**config.mk**
```make
export PLATFORM = sky130hd
export DESIGN_NAME = mem_port_arbiter
export DESIGN_NICKNAME = d
export VERILOG_FILES = /design/src/rtl/mem_pkg.sv /design/src/rtl/arb_req_latch.sv /design/src/rtl/mem_port_arbiter.sv
export SDC_FILE = /design/constraint.sdc
export NUM_CORES = 1
export LEC_CHECK = 0
export ABC_CLOCK_PERIOD_IN_PS = 10000
export CAP_MARGIN = 20
export CORE_ASPECT_RATIO = 0.8
export CORE_MARGIN = 8
export CORE_UTILIZATION = 40
export CTS_CLUSTER_SIZE = 12
export DETAILED_ROUTE_END_ITERATION = 8
export PLACE_DENSITY = 0.7
export SLEW_MARGIN = 30
export SYNTH_ARGS = -nofsm -noshare
export SYNTH_HDL_FRONTEND = slang
export SYNTH_SLANG_ARGS = --single-unit
```
**constraint.sdc**
```tcl
create_clock -name clk -period 10 [get_ports clk]
set_input_delay 2 -clock clk [delete_from_list [all_inputs] [get_ports clk]]
set_output_delay 2 -clock clk [all_outputs]
set_load 0.05 [all_outputs]
```
**src/rtl/mem_pkg.sv**
```systemverilog
// Shared types for the memory port arbiter: FSM states, port select, request record.
package mem_pkg;

  typedef enum logic [1:0] {
    ST_IDLE,
    ST_ISSUE,
    ST_WAIT,
    ST_RESP
  } arb_state_e;

  typedef enum logic {
    SEL_D = 1'b0,
    SEL_I = 1'b1
  } port_sel_e;

  localparam logic [2:0] SIZ_WORD = 3'b100;

  typedef struct packed {
    logic [31:0] adr;
    logic        load;
    logic [31:0] wdata;
    logic [2:0]  siz;
  } mem_req_t;

  // Data port has priority unless the fetch port has been starved long enough.
  function automatic port_sel_e pick_winner(input logic pend_i, input logic pend_d,
                                            input logic starved);
    return (pend_i && (!pend_d || starved)) ? SEL_I : SEL_D;
  endfunction

endpackage

```
**src/rtl/arb_req_latch.sv**
```systemverilog
// Pending flag plus latched request fields for one requesting port.
module arb_req_latch
  import mem_pkg::*;
(
  input  logic     clk,
  input  logic     rst,
  input  logic     i_start,
  input  mem_req_t i_req,
  input  logic     i_inflight,
  input  logic     i_clr,
  output logic     o_pend,
  output mem_req_t o_req
);

  logic     r_pend;
  mem_req_t r_req;

  always_ff @(posedge clk or posedge rst) begin
    if (rst) begin
      r_pend <= 1'b0;
      r_req  <= '0;
    end else if (i_clr) begin
      r_pend <= 1'b0;
    end else if (i_start && !r_pend && !i_inflight) begin
      // A start while the port is busy is dropped; the original request stands.
      r_pend <= 1'b1;
      r_req  <= i_req;
    end
  end

  assign o_pend = r_pend;
  assign o_req  = r_req;

endmodule

```
**src/rtl/mem_port_arbiter.sv**
```systemverilog
// Shares one memory access channel between the fetch (I) and load/store (D) ports.
module mem_port_arbiter
  import mem_pkg::*;
#(
  parameter int unsigned STARVE_LIMIT = 4
) (
  input  logic        clk,
  input  logic        rst,
  input  logic        I_start,
  input  logic [31:0] I_adr,
  output logic [31:0] I_out,
  output logic        I_busy,
  output logic        I_done,
  input  logic        D_start,
  input  logic [31:0] D_adr,
  input  logic        D_load,
  input  logic [31:0] D_in,
  input  logic [2:0]  D_siz,
  output logic [31:0] D_out,
  output logic        D_busy,
  output logic        D_done,
  output logic        M_start,
  output logic [31:0] M_adr,
  output logic        M_load,
  output logic [31:0] M_in,
  output logic [2:0]  M_siz,
  input  logic [31:0] M_out,
  input  logic        M_busy,
  input  logic        M_done
);

  localparam logic [3:0] LIMIT = 4'(STARVE_LIMIT);

  arb_state_e  r_state;
  port_sel_e   r_sel;
  logic [3:0]  r_starve_cnt;
  logic        r_m_start;
  logic [31:0] r_m_adr;
  logic        r_m_load;
  logic [31:0] r_m_in;
  logic [2:0]  r_m_siz;
  logic [31:0] r_i_out;
  logic [31:0] r_d_out;
  logic        r_i_done;
  logic        r_d_done;

  logic        w_i_pend;
  logic        w_d_pend;
  mem_req_t    w_i_req;
  mem_req_t    w_d_req;
  mem_req_t    w_i_new;
  mem_req_t    w_d_new;
  mem_req_t    w_win_req;
  logic        w_i_inflight;
  logic        w_d_inflight;
  logic        w_i_clr;
  logic        w_d_clr;
  logic        w_starved;
  port_sel_e   w_pick;

  // Fetches are always word reads; fixing the fields here keeps the grant path uniform.
  assign w_i_new = '{adr: I_adr, load: 1'b1, wdata: '0, siz: SIZ_WORD};
  assign w_d_new = '{adr: D_adr, load: D_load, wdata: D_in, siz: D_siz};

  assign w_i_inflight = (r_state != ST_IDLE) && (r_sel == SEL_I);
  assign w_d_inflight = (r_state != ST_IDLE) && (r_sel == SEL_D);
  assign w_i_clr      = (r_state == ST_RESP) && (r_sel == SEL_I);
  assign w_d_clr      = (r_state == ST_RESP) && (r_sel == SEL_D);

  arb_req_latch u_i_latch (
    .clk        (clk),
    .rst        (rst),
    .i_start    (I_start),
    .i_req      (w_i_new),
    .i_inflight (w_i_inflight),
    .i_clr      (w_i_clr),
    .o_pend     (w_i_pend),
    .o_req      (w_i_req)
  );

  arb_req_latch u_d_latch (
    .clk        (clk),
    .rst        (rst),
    .i_start    (D_start),
    .i_req      (w_d_new),
    .i_inflight (w_d_inflight),
    .i_clr      (w_d_clr),
    .o_pend     (w_d_pend),
    .o_req      (w_d_req)
  );

  assign w_starved = w_i_pend && (r_starve_cnt == LIMIT);
  assign w_pick    = pick_winner(w_i_pend, w_d_pend, w_starved);
  assign w_win_req = (w_pick == SEL_I) ? w_i_req : w_d_req;

  always_ff @(posedge clk or posedge rst) begin
    if (rst) begin
      r_state      <= ST_IDLE;
      r_sel        <= SEL_D;
      r_starve_cnt <= '0;
      r_m_start    <= 1'b0;
      r_m_adr      <= '0;
      r_m_load     <= 1'b0;
      r_m_in       <= '0;
      r_m_siz      <= '0;
      r_i_out      <= '0;
      r_d_out      <= '0;
      r_i_done     <= 1'b0;
      r_d_done     <= 1'b0;
    end else begin
      case (r_state)
        ST_IDLE: begin
          if ((w_i_pend || w_d_pend) && !M_busy) begin
            r_sel     <= w_pick;
            r_m_start <= 1'b1;
            r_m_adr   <= w_win_req.adr;
            r_m_load  <= w_win_req.load;
            r_m_in    <= w_win_req.wdata;
            r_m_siz   <= w_win_req.siz;
            r_state   <= ST_ISSUE;
            if (w_pick == SEL_I) begin
              r_starve_cnt <= '0;
            end else if (w_i_pend && (r_starve_cnt != LIMIT)) begin
              r_starve_cnt <= r_starve_cnt + 4'd1;
            end
          end
        end
        ST_ISSUE: begin
          r_m_start <= 1'b0;
          r_state   <= ST_WAIT;
        end
        ST_WAIT: begin
          if (M_done) begin
            if (r_sel == SEL_I) begin
              r_i_out  <= M_out;
              r_i_done <= 1'b1;
            end else begin
              r_d_out  <= M_out;
              r_d_done <= 1'b1;
            end
            r_state <= ST_RESP;
          end
        end
        ST_RESP: begin
          r_i_done <= 1'b0;
          r_d_done <= 1'b0;
          r_state  <= ST_IDLE;
        end
        default: r_state <= ST_IDLE;
      endcase
    end
  end

  assign I_out   = r_i_out;
  assign I_done  = r_i_done;
  assign I_busy  = w_i_pend | w_i_inflight;
  assign D_out   = r_d_out;
  assign D_done  = r_d_done;
  assign D_busy  = w_d_pend | w_d_inflight;
  assign M_start = r_m_start;
  assign M_adr   = r_m_adr;
  assign M_load  = r_m_load;
  assign M_in    = r_m_in;
  assign M_siz   = r_m_siz;

endmodule

```
==> reports/metrics.cfg <==
[cells_and_area]
syn2layout_area_growth_pct=36.92
fin_area_um2=13910
nNetsFinal=1137
diodes=0
drive_gt1_share_pct=21.63

[sta]
relSlewSlack_pct=38.19
hold_ws_ps=483.4
tns_ps=0
period_minus_slack_ps=4516
worst_pin_slew_ps=927.1
setup_violations=0
fmax_mhz=221.4
fin_ws_ps=5484
skew_ps=9.496
finalCritPeriodShare_pct=45.16
slew_violations=0
finalHoldViolCount=0
rsz0062_at_grt=no

[detailed_routing]
drt-wirelength-per-cell_um=21.48
postRouteAntennaNets=0
drt_iter0_drc=410
num_vias=7130
wl_um=28610
firstDrtPassIters=6
vias_per_cell=5.353
drcViolationCount=0

[clocking]
cts-resized-gates=0
root_buffer=clkbuf_16
clock_latency_ps=520
numCtsBuffers=27
cts_max_level=1
cts.sinks=245
cts_max_path_buffers=3
cts_setup_buffers=0
clk_pin_slew_ps=60
cts_tree=done
ctsHoldBuffers=0

[synth]
synth-seq-cells=245
syn_inst=740
synth_most_common_cell=dfrtp_1
netlist.area_leader.share_pct=60.37
synth-edff-count=0
synth.distinct_cells=36
synth-seq-area-share_pct=60.37
syn-num-nets=884
synth.largest_area_cell=dfrtp_1
synthArstFlopShare_pct=100.0
synth_warnings=0
yosys-top-cells-area=dfrtp_1 (60%), mux2_2 (14%), mux2_4 (4.1%)
syn_avg_cell_area_um2=13.72
synth_ff_type=dfrtp_1
ys_top_cells_by_count=dfrtp_1 (245), mux2_2 (128), nand3_1 (69)
syn_area_um2=10160

[power_and_ir_drop]
p_int_uw=3165
power.density_nw_per_um2=405.8
p_seq_share_pct=32.2
p_leak_uw=0.005761
combPwrFrac_pct=51.3
p_switching_uw=2478
peakVddDrop_uv=178.6
swShare_pct=43.91
clkPwrFrac_pct=16.5

[worst_setup_path]
startpoint_type=flop
crit_chain=inv_2 > o21ai_0 > clkdlybuf4s50_1
required_ps=8000
end_kind=output pin
cp_num_cells=3
r2r.worst_path.cells=7
crit_family=buffers and inverters
ff2ff_setup_slack_ps=6720
crit_type=reg -> out
slowest_stage=clkdlybuf4s50_1
crit_buf_inv=2
r2r_start=r_state[0]$_DFFE_PP0P_
crit_path_max_fanout=36
critPathMaxStageDelay_ps=770
r2r-end=u_d_latch.o_req[44]$_DFFE_PP0P_
arrival_ps=2520

[die]
start_util_pct=40.44
die_y_um=158.5
io_pins=275
rows=52
coreArea_um2=25110
dieArea_um2=30780
die_x_um=194.2

[placed_design]
portBuffers=274
dp_hpwl_um=18790
postPlaceCellArea_um2=13080
gp_congestion=0.7543
dp_slack_ps=5694

[global_routing]
grt_usage_pct=18.38
grt_pass1_vias=7586
grt-ovfl-total=0
grt_pass1_wl_um=45480
antenna_found_initial=2
grt_max_degree=124

[run_status]
status=finished clean

[worst_hold_path]
whs_path_depth=1
hold_path_class=reg -> reg
hold_path_startpoint=u_i_latch.o_req[35]$_DFFE_PP0P_
hold-path-endpoint=u_i_latch.o_req[35]$_DFFE_PP0P_

[job]
cap_violations=0

cells in the final DEF (no fill, tap or decap), types with 2 or more instances in the layout:
cell / count
nand2b_1: 2
a21oi_1: 35
o311ai_0: 3
dfrtp_1: 245
and3b_1: 2
clkinv_2: 4
nor2b_1: 2
nand4_1: 2
inv_1: 9
nand2_1: 7
mux2_4: 28
nand3_1: 69
mux2_1: 10
a31oi_1: 35
nand3b_1: 3
buf_4: 13
clkbuf_8: 5
o2bb2ai_1: 34
clkdlybuf4s50_1: 274
o211ai_1: 35
clkbuf_1: 6
ha_1: 5
mux2_2: 128
clkbuf_16: 27
o21ai_0: 7
cell families (layout without fill, tap and decap cells):
kind of cell,count (synthesis),in the layout,share of synthesized area [%]
flip-flops,245,245,60.37
multiplexers,166,166,19.44
AO/OA/AOI/OAI,156,156,10.72
AND/OR/NAND/NOR,92,92,4.866
buffers and inverters,75,343,3.868
adder cells (fa/ha/maj),6,6,0.7392
worst max-delay path by stage:
stage               slack, ps                    startpoint               endpoint
floorplan                1270                           rst     D_done$_DFFE_PP0P_
global route             5360  u_d_latch.o_pend$_DFFE_PP0P_                 D_busy
global placement         5760                        M_busy  M_adr[26]$_DFFE_PP0P_
finish                   5480  u_d_latch.o_pend$_DFFE_PP0P_                 D_busy
detailed placement       5690                        M_busy  M_adr[17]$_DFFE_PP0P_
CTS                      5420  u_d_latch.o_pend$_DFFE_PP0P_                 D_busy
power groups by stage:
stage	Combinational (uW)	Clock [uW]	Sequential (uW)
4_1_cts	2930	958	1810
2_1_floorplan	1070	0	2710
5_1_grt	3070	1000	1880
3_5_place_dp	2930	0	1820
3_3_place_gp	2880	0	1810
6_report	2890	932	1820
through the flow:
stage,total power [uW],utilization (%),instances
after CTS,5701,55.36,1332
after detailed placement,4747,52.07,1288
after global routing,5950,55.37,1332
after global placement,4691,52.06,1288
final,5643,55.37,1332
after floorplan,3779,-,740
sequential cells by signal, indices dropped and copies added (netlist names):
signal and flops:
M_start 1, I_done 1, D_done 1, M_siz 3, u_i_latch.o_pend 1, r_state 2, u_d_latch.o_req 68, I_out 32
M_load 1, M_in 32, r_sel 1, u_d_latch.o_pend 1, D_out 32, u_i_latch.o_req 33, M_adr 32, r_starve_cnt 4
metal layers:
metal	global-route usage, %	up-vias	part of all wire (%)
met3	5.661	38	7.8
met1	26.65	3599	48
met4	3.085	4	1.5
met2	27.04	265	43
li1	-	3224	-
met5	0	-	0.080
cell type report:
class / instances / area, um2
Sequential cell: 245 / 6131
Multi-Input combinational cell: 420 / 3643
Tap cell: 324 / 405.4
Clock inverter: 6 / 58.81
Inverter: 11 / 48.80
Timing Repair Buffer: 288 / 2851
Fill cell: 2093 / 11210
Clock buffer: 38 / 767.0
Power figures use the tool's default switching activity.
